==> src/rtl/vend_pkg.sv <==
// Shared definitions for the vending controller: one-hot state encoding and coin values.
// Latency: n/a (types and constants only).
// Backpressure: n/a.
package vend_pkg;

  // One-hot controller states
  typedef enum logic [4:0] {
    S_IDLE   = 5'b00001,
    S_ACCUM  = 5'b00010,
    S_VEND   = 5'b00100,
    S_CHANGE = 5'b01000,
    S_REFUND = 5'b10000
  } vend_state_e;

  // Coin values in half-yuan units
  localparam logic [1:0] COIN_HALF = 2'd1;
  localparam logic [1:0] COIN_ONE  = 2'd2;

  // Value of the coins seen in one cycle; both slots at once add up to 3
  function automatic logic [1:0] coin_value(input logic half, input logic one);
    logic [1:0] v;
    v = (half ? COIN_HALF : 2'd0) | (one ? COIN_ONE : 2'd0);
    return v;
  endfunction

endpackage

==> src/rtl/vend_change_gen.sv <==
// Change/refund pulse generator: loads a half-yuan count and emits high/low alternating pulses.
// Latency: first pulse two cycles after load, one pulse every two cycles, done on the last high cycle.
// Backpressure: none; the train runs to completion once loaded.
module vend_change_gen
  import vend_pkg::*;
#(
  parameter int CW = 4
) (
  input  logic          sys_clk,
  input  logic          sys_rst_n,
  input  logic          load_i,
  input  logic [CW-1:0] count_i,
  output logic          pulse_o,
  output logic          dec_o,
  output logic          done_o
);

  logic [CW-1:0] cnt_q;
  logic          active_q;
  logic          pulse_q;

  // Pulse train: a low cycle after load, then high/low pairs until the count is exhausted
  always_ff @(posedge sys_clk or negedge sys_rst_n) begin
    if (!sys_rst_n) begin
      cnt_q    <= '0;
      active_q <= 1'b0;
      pulse_q  <= 1'b0;
    end else if (load_i) begin
      cnt_q    <= count_i;
      active_q <= (count_i != '0);
      pulse_q  <= 1'b0;
    end else if (active_q) begin
      if (!pulse_q) begin
        pulse_q <= 1'b1;
      end else begin
        pulse_q <= 1'b0;
        cnt_q   <= cnt_q - CW'(1);
        if (cnt_q == CW'(1)) begin
          active_q <= 1'b0;
        end
      end
    end
  end

  // The edge that ends a high cycle consumes one half-yuan; the last one finishes the train
  assign pulse_o = pulse_q;
  assign dec_o   = active_q & pulse_q;
  assign done_o  = dec_o & (cnt_q == CW'(1));

endmodule

==> src/rtl/vend_ctrl.sv <==
// Coin-intake and dispense controller: accumulates credit, handshakes with the dispenser, returns change.
// Latency: credit and cola request update one cycle after a coin; change pulses start two cycles after ack.
// Backpressure: coins arriving while busy are not credited and are flagged on po_coin_reject.
// Optional idle-credit refund timeout is built when VEND_CTRL_TIMEOUT_EN is defined.
module vend_ctrl
  import vend_pkg::*;
#(
  parameter int PRICE       = 5,
  parameter int CREDIT_W    = 4,
  parameter int TIMEOUT_CYC = 50_000_000
) (
  input  logic                sys_clk,
  input  logic                sys_rst_n,
  input  logic                pi_money_half,
  input  logic                pi_money_one,
  input  logic                pi_cola_ack,
  output logic                po_cola_req,
  output logic                po_change_pulse,
  output logic                po_coin_reject,
  output logic                po_busy,
  output logic [CREDIT_W-1:0] po_credit
);

  localparam logic [CREDIT_W-1:0] PRICE_C = CREDIT_W'(PRICE);

  vend_state_e         state_q;
  logic [CREDIT_W-1:0] credit_q;
  logic                req_q;
  logic                reject_q;
  logic                busy_q;

  logic [1:0]          coin_val;
  logic                coin_any;
  logic [CREDIT_W-1:0] credit_sum;
  logic [CREDIT_W-1:0] remainder;
  logic                vend_ack;
  logic                tmo_fire;

  logic                chg_load;
  logic [CREDIT_W-1:0] chg_count;
  logic                chg_pulse;
  logic                chg_dec;
  logic                chg_done;

  assign coin_val   = coin_value(pi_money_half, pi_money_one);
  assign coin_any   = pi_money_half | pi_money_one;
  // Credit never exceeds PRICE+2, so the sum cannot wrap
  assign credit_sum = credit_q + CREDIT_W'(coin_val);
  assign remainder  = credit_q - PRICE_C;
  assign vend_ack   = (state_q == S_VEND) && req_q && pi_cola_ack;

`ifdef VEND_CTRL_TIMEOUT_EN
  localparam int TMO_W = (TIMEOUT_CYC > 2) ? $clog2(TIMEOUT_CYC) : 1;
  localparam logic [TMO_W-1:0] TMO_LAST = TMO_W'(TIMEOUT_CYC - 2);

  logic [TMO_W-1:0] tmo_q;

  // Refund fires on the edge where the idle counter would reach TIMEOUT_CYC-1
  assign tmo_fire = (state_q == S_ACCUM) && !coin_any && (tmo_q == TMO_LAST);

  // Idle counter: runs only in ACCUM with no coin, cleared by every accepted coin
  always_ff @(posedge sys_clk or negedge sys_rst_n) begin
    if (!sys_rst_n) begin
      tmo_q <= '0;
    end else if ((state_q == S_ACCUM) && !coin_any) begin
      tmo_q <= tmo_q + TMO_W'(1);
    end else begin
      tmo_q <= '0;
    end
  end
`else
  // No refund path: credit in ACCUM is held until more coins arrive
  assign tmo_fire = 1'b0 & (TIMEOUT_CYC == 0);
`endif

  // Change after a vend uses the remainder; a refund returns the whole credit
  assign chg_load  = (vend_ack && (remainder != '0)) || tmo_fire;
  assign chg_count = (state_q == S_VEND) ? remainder : credit_q;

  vend_change_gen #(
    .CW (CREDIT_W)
  ) u_change_gen (
    .sys_clk   (sys_clk),
    .sys_rst_n (sys_rst_n),
    .load_i    (chg_load),
    .count_i   (chg_count),
    .pulse_o   (chg_pulse),
    .dec_o     (chg_dec),
    .done_o    (chg_done)
  );

  // Main FSM with registered request, reject, busy and credit outputs
  always_ff @(posedge sys_clk or negedge sys_rst_n) begin
    if (!sys_rst_n) begin
      state_q  <= S_IDLE;
      credit_q <= '0;
      req_q    <= 1'b0;
      reject_q <= 1'b0;
      busy_q   <= 1'b0;
    end else begin
      reject_q <= 1'b0;
      unique case (state_q)
        S_IDLE, S_ACCUM: begin
          credit_q <= credit_sum;
          if (credit_sum >= PRICE_C) begin
            state_q <= S_VEND;
            req_q   <= 1'b1;
            busy_q  <= 1'b1;
          end else if (coin_any) begin
            state_q <= S_ACCUM;
          end else if (tmo_fire) begin
            state_q <= S_REFUND;
            busy_q  <= 1'b1;
          end
        end
        S_VEND: begin
          reject_q <= coin_any;
          if (vend_ack) begin
            req_q    <= 1'b0;
            credit_q <= remainder;
            if (remainder != '0) begin
              state_q <= S_CHANGE;
            end else begin
              state_q <= S_IDLE;
              busy_q  <= 1'b0;
            end
          end
        end
        S_CHANGE, S_REFUND: begin
          reject_q <= coin_any;
          if (chg_dec) begin
            credit_q <= credit_q - CREDIT_W'(1);
          end
          if (chg_done) begin
            state_q <= S_IDLE;
            busy_q  <= 1'b0;
          end
        end
        default: begin
          state_q  <= S_IDLE;
          credit_q <= '0;
          req_q    <= 1'b0;
          busy_q   <= 1'b0;
        end
      endcase
    end
  end

  assign po_cola_req     = req_q;
  assign po_change_pulse = chg_pulse;
  assign po_coin_reject  = reject_q;
  assign po_busy         = busy_q;
  assign po_credit       = credit_q;

endmodule

==> config.mk <==
export PLATFORM = sky130hd
export DESIGN_NAME = vend_ctrl
export DESIGN_NICKNAME = d
export VERILOG_FILES = /design/src/rtl/vend_pkg.sv /design/src/rtl/vend_change_gen.sv /design/src/rtl/vend_ctrl.sv
export SDC_FILE = /design/constraint.sdc
export NUM_CORES = 1
export LEC_CHECK = 0
export CORE_ASPECT_RATIO = 0.9
export CORE_MARGIN = 2
export CORE_UTILIZATION = 35
export CTS_CLUSTER_DIAMETER = 150
export DETAILED_ROUTE_END_ITERATION = 7
export HOLD_SLACK_MARGIN = 0.02
export PLACE_DENSITY = 0.65
export SYNTH_ARGS = -nofsm -noshare
export SYNTH_HDL_FRONTEND = slang
export SYNTH_HIERARCHICAL = 1
export SYNTH_SLANG_ARGS = --single-unit
export TNS_END_PERCENT = 5
==> constraint.sdc <==
create_clock -name sys_clk -period 2.25 [get_ports sys_clk]
set_clock_uncertainty 0.2 [all_clocks]
set_input_delay 0.5625 -clock sys_clk [delete_from_list [all_inputs] [get_ports sys_clk]]
set_output_delay 0.5625 -clock sys_clk [all_outputs]
set_load 0.03 [all_outputs]
Word level (Yosys, flattened, before mapping)
Index checks and enable logic that the tools add are counted.
{"block": "word_totals", "reg_bits": 18, "latchBits": 0, "ram_bits": 0, "romBits": 0, "input_bits": 5, "word_cells": 75, "memories": 0}
{"block": "op_classes", "n_addsub": 4, "n_mul": 0, "div": 0, "n_lt_le_gt_ge": 1, "n_eq_ne": 12, "n_shift": 0, "mux": 30, "bitwise": 5, "n_reduce_logical": 15}
{"cell": "$mux W4", "count": 7}
{"cell": "$mux W5", "count": 4}
{"cell": "$pmux W5 S3", "count": 1}
{"cell": "$mux W1", "count": 14}
{"cell": "$pmux W4 S3", "count": 1}
{"cell": "$ne A2 B2 Y1 const B", "count": 4}
{"cell": "$reduce_bool A4 Y1", "count": 2}
{"cell": "$sub A4 B1 Y4 const B", "count": 2}
{"cell": "$pmux W1 S3", "count": 2}
{"cell": "$reduce_and A3 Y1", "count": 2}
{"cell": "$eq A5 B1 Y1 const B", "count": 1}
{"cell": "$eq A5 B2 Y1 const B", "count": 1}
{"cell": "$eq A5 B3 Y1 const B", "count": 1}
{"cell": "$eq A5 B4 Y1 const B", "count": 1}
{"cell": "$eq A5 B5 Y1 const B", "count": 1}
{"cell": "$add A4 B2 Y4", "count": 1}
{"cell": "$eq A4 B1 Y1 const B", "count": 1}
{"cell": "$ge A4 B3 Y1 const B", "count": 1}
{"cell": "$reduce_and A2 Y1", "count": 2}
{"cell": "$reduce_and A4 Y1", "count": 1}
{"cell": "$reduce_bool A2 Y1", "count": 2}
{"cell": "$reduce_or A2 Y1", "count": 2}
{"cell": "$sub A4 B3 Y4 const B", "count": 1}
{"cell": "$logic_and A1 B1 Y1", "count": 3}
{"cell": "8 further kinds", "count": 9}

Longest topological paths before layout
Gate-level depths: netlist (run 1).
{"block": "logic_depth", "ltp_word": 6, "mapped_depth": 8, "mapped_depth_nobuf": 8}

Cells and area by module
Netlist (run 1), hierarchy kept.
{"mod": "vend_ctrl", "n_inst": 1, "cells_each": 107, "area_each_um2": 903.4}
{"mod": "vend_change_gen", "n_inst": 1, "cells_each": 34, "area_each_um2": 330.3}

Worst setup path before layout (run 1)
Ideal clock, no wire load.
{"block": "synth_timing", "path_type": "register -> register", "from": "register credit_q[1], in the netlist po_credit[1]", "to": "register u_change_gen.cnt_q[1]", "t_arrival_ns": 2.043, "required_time_ns": 1.925, "path_slack_ns": -0.118, "path_stages_with_launch": 8, "path_buffers": 0, "period_less_slack_ns": 2.368, "path_cell_list": "dfrtp_1 > inv_1 > ha_1 > nand3b_1 > o211ai_1 > nor2_1 > inv_1 > mux2_2"}
{"block": "synth_between", "elab_chain_cells": 5}
{"element": "from (decl)", "line_no": "vend_ctrl.sv:27", "source": "logic [CREDIT_W-1:0] credit_q;"}
{"element": "from (signal assigned)", "line_no": "vend_ctrl.sv:104", "source": "credit_q <= credit_sum;"}
{"element": "from (signal assigned)", "line_no": "vend_ctrl.sv:120", "source": "credit_q <= remainder;"}
{"element": "from (signal assigned)", "line_no": "vend_ctrl.sv:132", "source": "credit_q <= credit_q - CREDIT_W'(1);"}
{"element": "$sub A4 B3 Y4 (*)", "line_no": "vend_ctrl.sv:49", "source": "assign remainder = credit_q - PRICE_C;"}
{"element": "$reduce_bool A4 Y1 (*)", "line_no": "vend_ctrl.sv:77", "source": "assign chg_load = (vend_ack && (remainder != '0)) || tmo_fire;"}
{"element": "$logic_and A1 B1 Y1 (*)", "line_no": "vend_ctrl.sv:77"}
{"element": "via chg_load", "line_no": "vend_ctrl.sv:39", "source": "logic chg_load;"}
{"element": "$reduce_bool A2 Y1 (no line)"}
{"element": "$reduce_and A2 Y1 (no line)"}
{"element": "to (signal assigned)", "line_no": "vend_change_gen.sv:29", "source": "cnt_q <= count_i;"}
{"element": "to (signal assigned)", "line_no": "vend_change_gen.sv:37", "source": "cnt_q <= cnt_q - CW'(1);"}
{"element": "to (decl)", "line_no": "vend_change_gen.sv:18", "source": "logic [CW-1:0] cnt_q;"}
Mark *: on every way through the listed nets, which the timed path passes. The rest lies on a longest branch.
A chain may end at the register's enable or synchronous reset.

Final worst setup path (run 1)
{"block": "layout_timing", "from": "register credit_q[0], in the netlist po_credit[0]", "to": "output po_credit[0]"}
{"element": "to (decl)", "line_no": "vend_ctrl.sv:21", "source": "output logic [CREDIT_W-1:0] po_credit"}
No word-level cell between the ends.

==> impl_metrics.py, run 1 <==
metrics = {
    "synthesis": {
        "syn_nets": 154,
        "synth-seq-cells": 17,
        "synth-seq-area-share_pct": 34.6,
        "synthTopCellsByArea": "dfrtp_1 (32%), ha_1 (7.1%), o21ai_0 (6.5%)",
        "synth-edff-count": 0,
        "netlist.area_leader.share_pct": 32.5,
        "yosys_warnings": 6,
        "synth_largest_area_cell": "dfrtp_1",
        "synthTopCellsByCount": "dfrtp_1 (16), o21ai_0 (16), inv_1 (13), nand2_1 (13)",
        "syn_avg_cell_area_sq_um": 8.75,
        "syn_area_sq_um": 1230,
        "syn_inst": 141,
        "synth.distinct_cells": 44,
        "async_reset_ff_share_pct": 100,
        "ys.flop_type": "dfrtp_1",
    },
    "clock_tree": {
        "cts_max_path_buffers": 2,
        "cts_tree": "done",
        "clock-root-buffer": "clkbuf_8",
        "hold_buffers": 0,
        "clock_latency_ns": 0.25,
        "clk_pin_slew_ns": 0.07,
        "cts_sinks": 17,
        "cts_made_buffers": 3,
        "ctsHtreeMaxLevel": 1,
    },
    "cells_and_area": {
        "antenna_cells": 0,
        "ff_latch_area_sq_um": 429,
        "multiInputGateArea_sq_um": 778,
        "nFillCells": 315,
        "drive_gt1_share_pct": 28.2,
        "utilization_pct": 48.1,
        "final_nets": 184,
        "area_growth_pct": 31.7,
        "stdcell_area_sq_um": 1630,
    },
    "setup_path": {
        "r2r_start": "po_credit[1]$_DFFE_PN0P_",
        "reg2reg_depth": 7,
        "rr_endpoint": "u_change_gen/cnt_q[1]$_DFFE_PN0P_",
        "critPathCaptureType": "primary output",
        "cp_top_family": "buffers and inverters",
        "slowest_stage": "clkdlybuf4s50_1",
        "critical_path_class": "flop to primary output",
        "rrSetupSlack_ns": 0.09,
        "critPathRequiredTime_ns": 1.49,
        "crit_chain": "clkdlybuf4s50_1",
        "crit_path_max_fanout": 7,
        "start_kind": "flop",
        "crit_buf_inv": 1,
        "cp.arrival_ns": 1.41,
        "slowest_delay_ns": 0.70,
    },
    "pwr": {
        "power.total_mw": 2.15,
        "vdd_drop_max_mv": 0.620,
        "leakagePower_nw": 0.706,
        "power_density_nw_per_um2": 1330,
    },
    "floorplanning": {
        "initial_core_util_pct": 36.5,
        "rows": 20,
        "die_x_microns": 66.6,
        "chipHeight_microns": 60.3,
        "core_area_sq_um": 3380,
        "pin_count": 13,
        "die_area_sq_um": 4020,
    },
    "place": {
        "port_buffers": 12,
        "pre_cts_ws_ns": -0.517,
        "detailed_place_hpwl_microns": 2150,
        "globalplace.congestion": 0.831,
        "placed_cell_area_sq_um": 1480,
    },
    "global_routing": {
        "overflow": 0,
        "grt_pass1_wl_microns": 4930,
        "grt_pass1_vias": 1076,
        "track_usage_pct": 16.2,
        "grt_max_degree": 18,
        "antenna_found_initial": 0,
    },
    "drt": {
        "vias": 1131,
        "first_iter_violations": 52,
        "via_per_inst": 5.29,
        "route.detailed.drc": 0,
        "wl_per_cell_microns": 13.9,
        "wirelength_microns": 2990,
        "ant_nets": 0,
        "firstDrtPassIters": 4,
    },
    "sta": {
        "setup_viol": 0,
        "worst_slew_pin_slew_ns": 0.317,
        "rsz0062_at_grt": "false",
        "max_freq_ghz": 0.461,
        "period_needed_ns": 2.17,
        "fin_crit_sh_pct": 96.4,
        "slew_headroom_pct": 78.9,
        "fin_ws_ns": 0.0809,
        "finalMaxSlewViolations": 0,
        "hold_violations": 0,
    },
    "min_path": {
        "hold_start": "state_q[0]$_DFFE_PN1P_",
        "whs_path_depth": 2,
        "min_to": "state_q[0]$_DFFE_PN1P_",
        "hold_path.class": "flop to flop",
    },
    "outcome": {
        "outcome": "finished, final reports clean",
    },
    "flow_run": {
        "maxCapViolations": 0,
    },
}
how the worst max path moves through the flow:
| stage | from | to | slack, ns | cells after the start |
|---|---|---|---|---|
| floorplan | po_credit[1]$_DFFE_PN0P_ | u_change_gen/cnt_q[1]$_DFFE_PN0P_ | 0.03 | 7 |
| global placement | pi_money_half | po_busy$_DFFE_PN0P_ | -0.44 | 9 |
| detailed placement | pi_money_half | po_busy$_DFFE_PN0P_ | -0.52 | 9 |
| CTS | pi_money_half | po_busy$_DFFE_PN0P_ | 0.006 | 9 |
| global route | po_credit[0]$_DFFE_PN0P_ | state_q[2]$_DFFE_PN0P_ | 0.04 | 8 |
| finish | po_credit[0]$_DFFE_PN0P_ | po_credit[0] | 0.08 | 1 |
kinds of logic (layout without fill, tap and decap cells):
family	count (synthesis)	after routing	synth area share, %
xor gates and xnor gates	7	7	4.97
AOI/OAI and AO/OA	42	42	21.4
adders and majority gates	8	8	8.72
DFF	17	17	34.6
buffers and inverters	19	48	7.61
and+or+nand+nor	46	46	21.0
muxes	2	2	1.72
area by class of cell:
cell class              count  area share, %
well taps                  44           3.39
repair buffers             30           15.6
clock buffers               4           2.77
flip-flops and latches     17           26.4
multi-input cells         105           47.9
inverters                  14           4.00
worst register-to-register path: cells and delay by family, from the launching register on:
kind	cells	cell delay [ns]
mux	1	0.36
compound gates	1	0.27
flops	1	0.45
buf+inv	2	0.29
simple gates	2	0.24
fa+ha+maj	1	0.24
power breakdown:
group          internal (mW)  switching (mW)
combinational          0.631           0.728
sequential             0.441           0.125
clock                  0.126           0.104
flip-flops by register name (all words and copies together), names as in the netlist:
| signal | count |
|---|---|
| po_coin_reject | 1 |
| po_cola_req | 1 |
| u_change_gen/cnt_q | 4 |
| state_q | 4 |
| po_busy | 1 |
| u_change_gen/active_q | 1 |
| po_credit | 4 |
| u_change_gen/pulse_o | 1 |
stage by stage:
step / setup TNS [ns] / hold slack, ns / std cells
global route: 0 / 0.366 / 214
global placement: -2.37 / 0.295 / 205
finish: 0 / 0.322 / 214
detailed placement: -2.85 / 0.310 / 205
floorplan: 0 / 0.0669 / 141
CTS: 0 / 0.306 / 211
metal layers:
layer | track usage [%] | part of all wire, %
met2 | 26.6 | 49
met1 | 21.8 | 47
met4 | 6.12 | 1.5
met5 | 0 | 0
met3 | 2.26 | 2.8
cells in the final DEF (no fill, tap or decap), drive strengths merged:
master         netlist  final
clkbuf               2      5
o211ai               1      1
a21o                 1      1
mux2                 1      1
a31oi                1      1
ha                   7      7
nor2b                1      1
o221ai               2      2
and2                 2      2
nor3b                1      1
nand3b               1      1
nor3                 1      1
dfstp                1      1
o21a                 1      1
dlymetal6s2s         0      1
a22o                 1      1
and4bb               1      1
nor4b                1      1
and3                 2      2
clkdlybuf4s50        0     10
nand2               14     14
mux2i                1      1
or3                  4      4
a21oi               11     11
xor2                 2      2
nor4                 1      1
dfrtp               16     16
nor2                11     11
nand3                3      3
nand4                1      1
fa                   1      1
o21ai               20     20
xnor2                5      5
o22ai                4      4
clkinv               1      1
buf                  3     18
inv                 13     13
or4b                 2      2
repair_timing:
| action | in CTS | in global routing |
|---|---|---|
| pin swaps | 2 | 3 |
| gates resized for setup | 9 | 10 |
| endpoints found under the hold margin | 0 | 0 |
| buffers inserted | 2 | 3 |
| setup endpoints to repair | 6 | 6 |
Power figures use the tool's default switching activity.
==> run 2, diff against run 1 <==
--- a/config.mk
+++ b/config.mk
@@ -10,6 +10,7 @@
 export CORE_UTILIZATION = 35
 export CTS_CLUSTER_DIAMETER = 150
 export DETAILED_ROUTE_END_ITERATION = 7
+export GPL_TIMING_DRIVEN = 0
 export HOLD_SLACK_MARGIN = 0.02
 export PLACE_DENSITY = 0.65
 export SYNTH_ARGS = -nofsm -noshare
==> impl_metrics.py, run 2 (synthesized netlist as in run 1, its figures left out) <==
metrics = {
    "cells_and_area": {
        "layout_common_cells": "o21ai_0 (15), dfrtp_1 (14), inv_1 (13)",
        "nFillCells": 344,
        "multiInputGateArea_sq_um": 746,
        "stdcell_area_sq_um": 1530,
        "drive_gt1_share_pct": 22.1,
        "utilization_pct": 45.2,
        "final_nets": 177,
        "ff_latch_area_sq_um": 429,
        "area_growth_pct": 23.8,
        "antenna_cells": 0,
        "final_common_cell": "o21ai_0",
    },
    "drt": {
        "ant_nets": 0,
        "via_per_inst": 5.21,
        "wl_per_cell_microns": 13.1,
        "route.detailed.drc": 0,
        "vias": 1079,
        "firstDrtPassIters": 4,
        "first_iter_violations": 46,
        "wirelength_microns": 2720,
    },
    "setup_path": {
        "crit_path_max_fanout": 9,
        "cp.arrival_ns": 2.13,
        "critical_path_class": "flop to flop",
        "critPathRequiredTime_ns": 2.18,
        "slowest_stage": "or4b_1",
        "start_kind": "flop",
        "critPathCaptureType": "flop",
        "cp_top_family": "simple AND/OR/NAND/NOR gates",
        "crit_buf_inv": 3,
        "crit_chain": "or4b_1, buf_6, clkinv_8, o211ai_1, nor2_2, inv_1, mux2_2",
        "slowest_delay_ns": 0.55,
    },
    "pwr": {
        "power_density_nw_per_um2": 1320,
        "leakagePower_nw": 0.648,
        "power.total_mw": 2.02,
        "vdd_drop_max_mv": 0.430,
    },
    "clock_tree": {
        "hold_buffers": 0,
        "clock-root-buffer": "clkbuf_8",
        "clk_pin_slew_ns": 0.07,
        "cts_max_path_buffers": 2,
        "clock_latency_ns": 0.25,
        "ctsHtreeMaxLevel": 1,
        "cts_sinks": 17,
        "cts_made_buffers": 3,
        "cts_tree": "done",
    },
    "sta": {
        "period_needed_ns": 2.20,
        "finalMaxSlewViolations": 0,
        "max_freq_ghz": 0.455,
        "slew_headroom_pct": 43.7,
        "worst_slew_pin_slew_ns": 0.832,
        "fin_crit_sh_pct": 97.6,
        "hold_violations": 0,
        "setup_viol": 0,
        "rsz0062_at_grt": "true",
        "fin_setup_tns_ns": 0,
        "worst_hold_slack_ns": 0.319,
    },
    "global_routing": {
        "grt_pass1_vias": 1056,
        "grt_max_degree": 18,
        "track_usage_pct": 15.3,
        "grt_pass1_wl_microns": 4700,
        "overflow": 0,
        "antenna_found_initial": 0,
    },
    "min_path": {
        "hold_path.class": "flop to flop",
    },
    "flow_run": {
        "maxCapViolations": 0,
    },
    "floorplanning": {
        "chipHeight_microns": 60.3,
        "rows": 20,
        "die_x_microns": 66.6,
        "core_area_sq_um": 3380,
        "die_area_sq_um": 4020,
        "initial_core_util_pct": 36.5,
        "pin_count": 13,
    },
    "place": {
        "detailed_place_hpwl_microns": 2050,
        "placed_cell_area_sq_um": 1410,
        "port_buffers": 12,
        "globalplace.congestion": 0.833,
    },
    "outcome": {
        "outcome": "finished, final reports clean",
    },
}
## run 2: cell types whose count changed in the layout (fill, tap and decap cells not counted), moves of 2 or more
| cell | delta |
|---|---|
| buf_2 | +2 |
| ha_4 | -2 |
| buf_4 | -12 |
| clkbuf_1 | +2 |
## run 2: tightest hold or removal path: cells and delay by family, from the launching register on
family,cells,cell delay (ns)
AND/OR/NAND/NOR,1,0.07
AO/OA/AOI/OAI,1,0.06
flip-flops,1,0.39
## run 2: cell type report
| class | count | share of cell area [%] |
|---|---|---|
| multi-input cells | 105 | 48.8 |
| clock buffers | 4 | 2.95 |
| well taps | 44 | 3.60 |
| flip-flops and latches | 17 | 28.1 |
| repair buffers | 18 | 10.4 |
| plain buffers | 5 | 1.88 |
| inverters | 14 | 4.26 |
## run 2: where the power goes
part	switching [mW]	internal [mW]
sequential	0.120	0.441
clock	0.102	0.126
combinational	0.686	0.548
## run 2: stage by stage
stage / worst slack (ns) / std cells
floorplan: 0.0296 / 141
global placement: -0.508 / 197
detailed placement: -0.544 / 197
CTS: -0.0198 / 202
global route: -0.0203 / 207
finish: 0.0540 / 207
## run 2: final timing paths
path,startpoint,to,slack [ns],depth (start not counted)
min in group asynchronous,sys_rst_n,state_q[2]$_DFFE_PN0P_,0.56,1
max in group asynchronous,sys_rst_n,po_credit[0]$_DFFE_PN0P_,0.77,1
worst max-delay path,state_q[1]$_DFFE_PN0P_,u_change_gen/cnt_q[1]$_DFFE_PN0P_,0.05,7
worst min-delay path,state_q[0]$_DFFE_PN1P_,state_q[0]$_DFFE_PN1P_,0.32,2
worst max register to register,state_q[1]$_DFFE_PN0P_,u_change_gen/cnt_q[1]$_DFFE_PN0P_,0.05,7
worst min register to register,state_q[0]$_DFFE_PN1P_,state_q[0]$_DFFE_PN1P_,0.32,2
## run 2: routing by layer
metal / up-vias / track usage (%) / wire length, microns
met2: 18 / 24.3 / 1270
met3: 4 / 2.07 / 71
li1: 538 / - / -
met5: - / 0 / 0
met4: 0 / 5.25 / 31
met1: 519 / 21.5 / 1350
## run 2: timing repair
action / 4_1_cts / 5_1_grt
gates resized for setup: 7 / 7
setup buffers: 1 / 5
endpoints found under the setup margin: 8 / 6
pin swaps: 3 / 6
cloned: 0 / 0
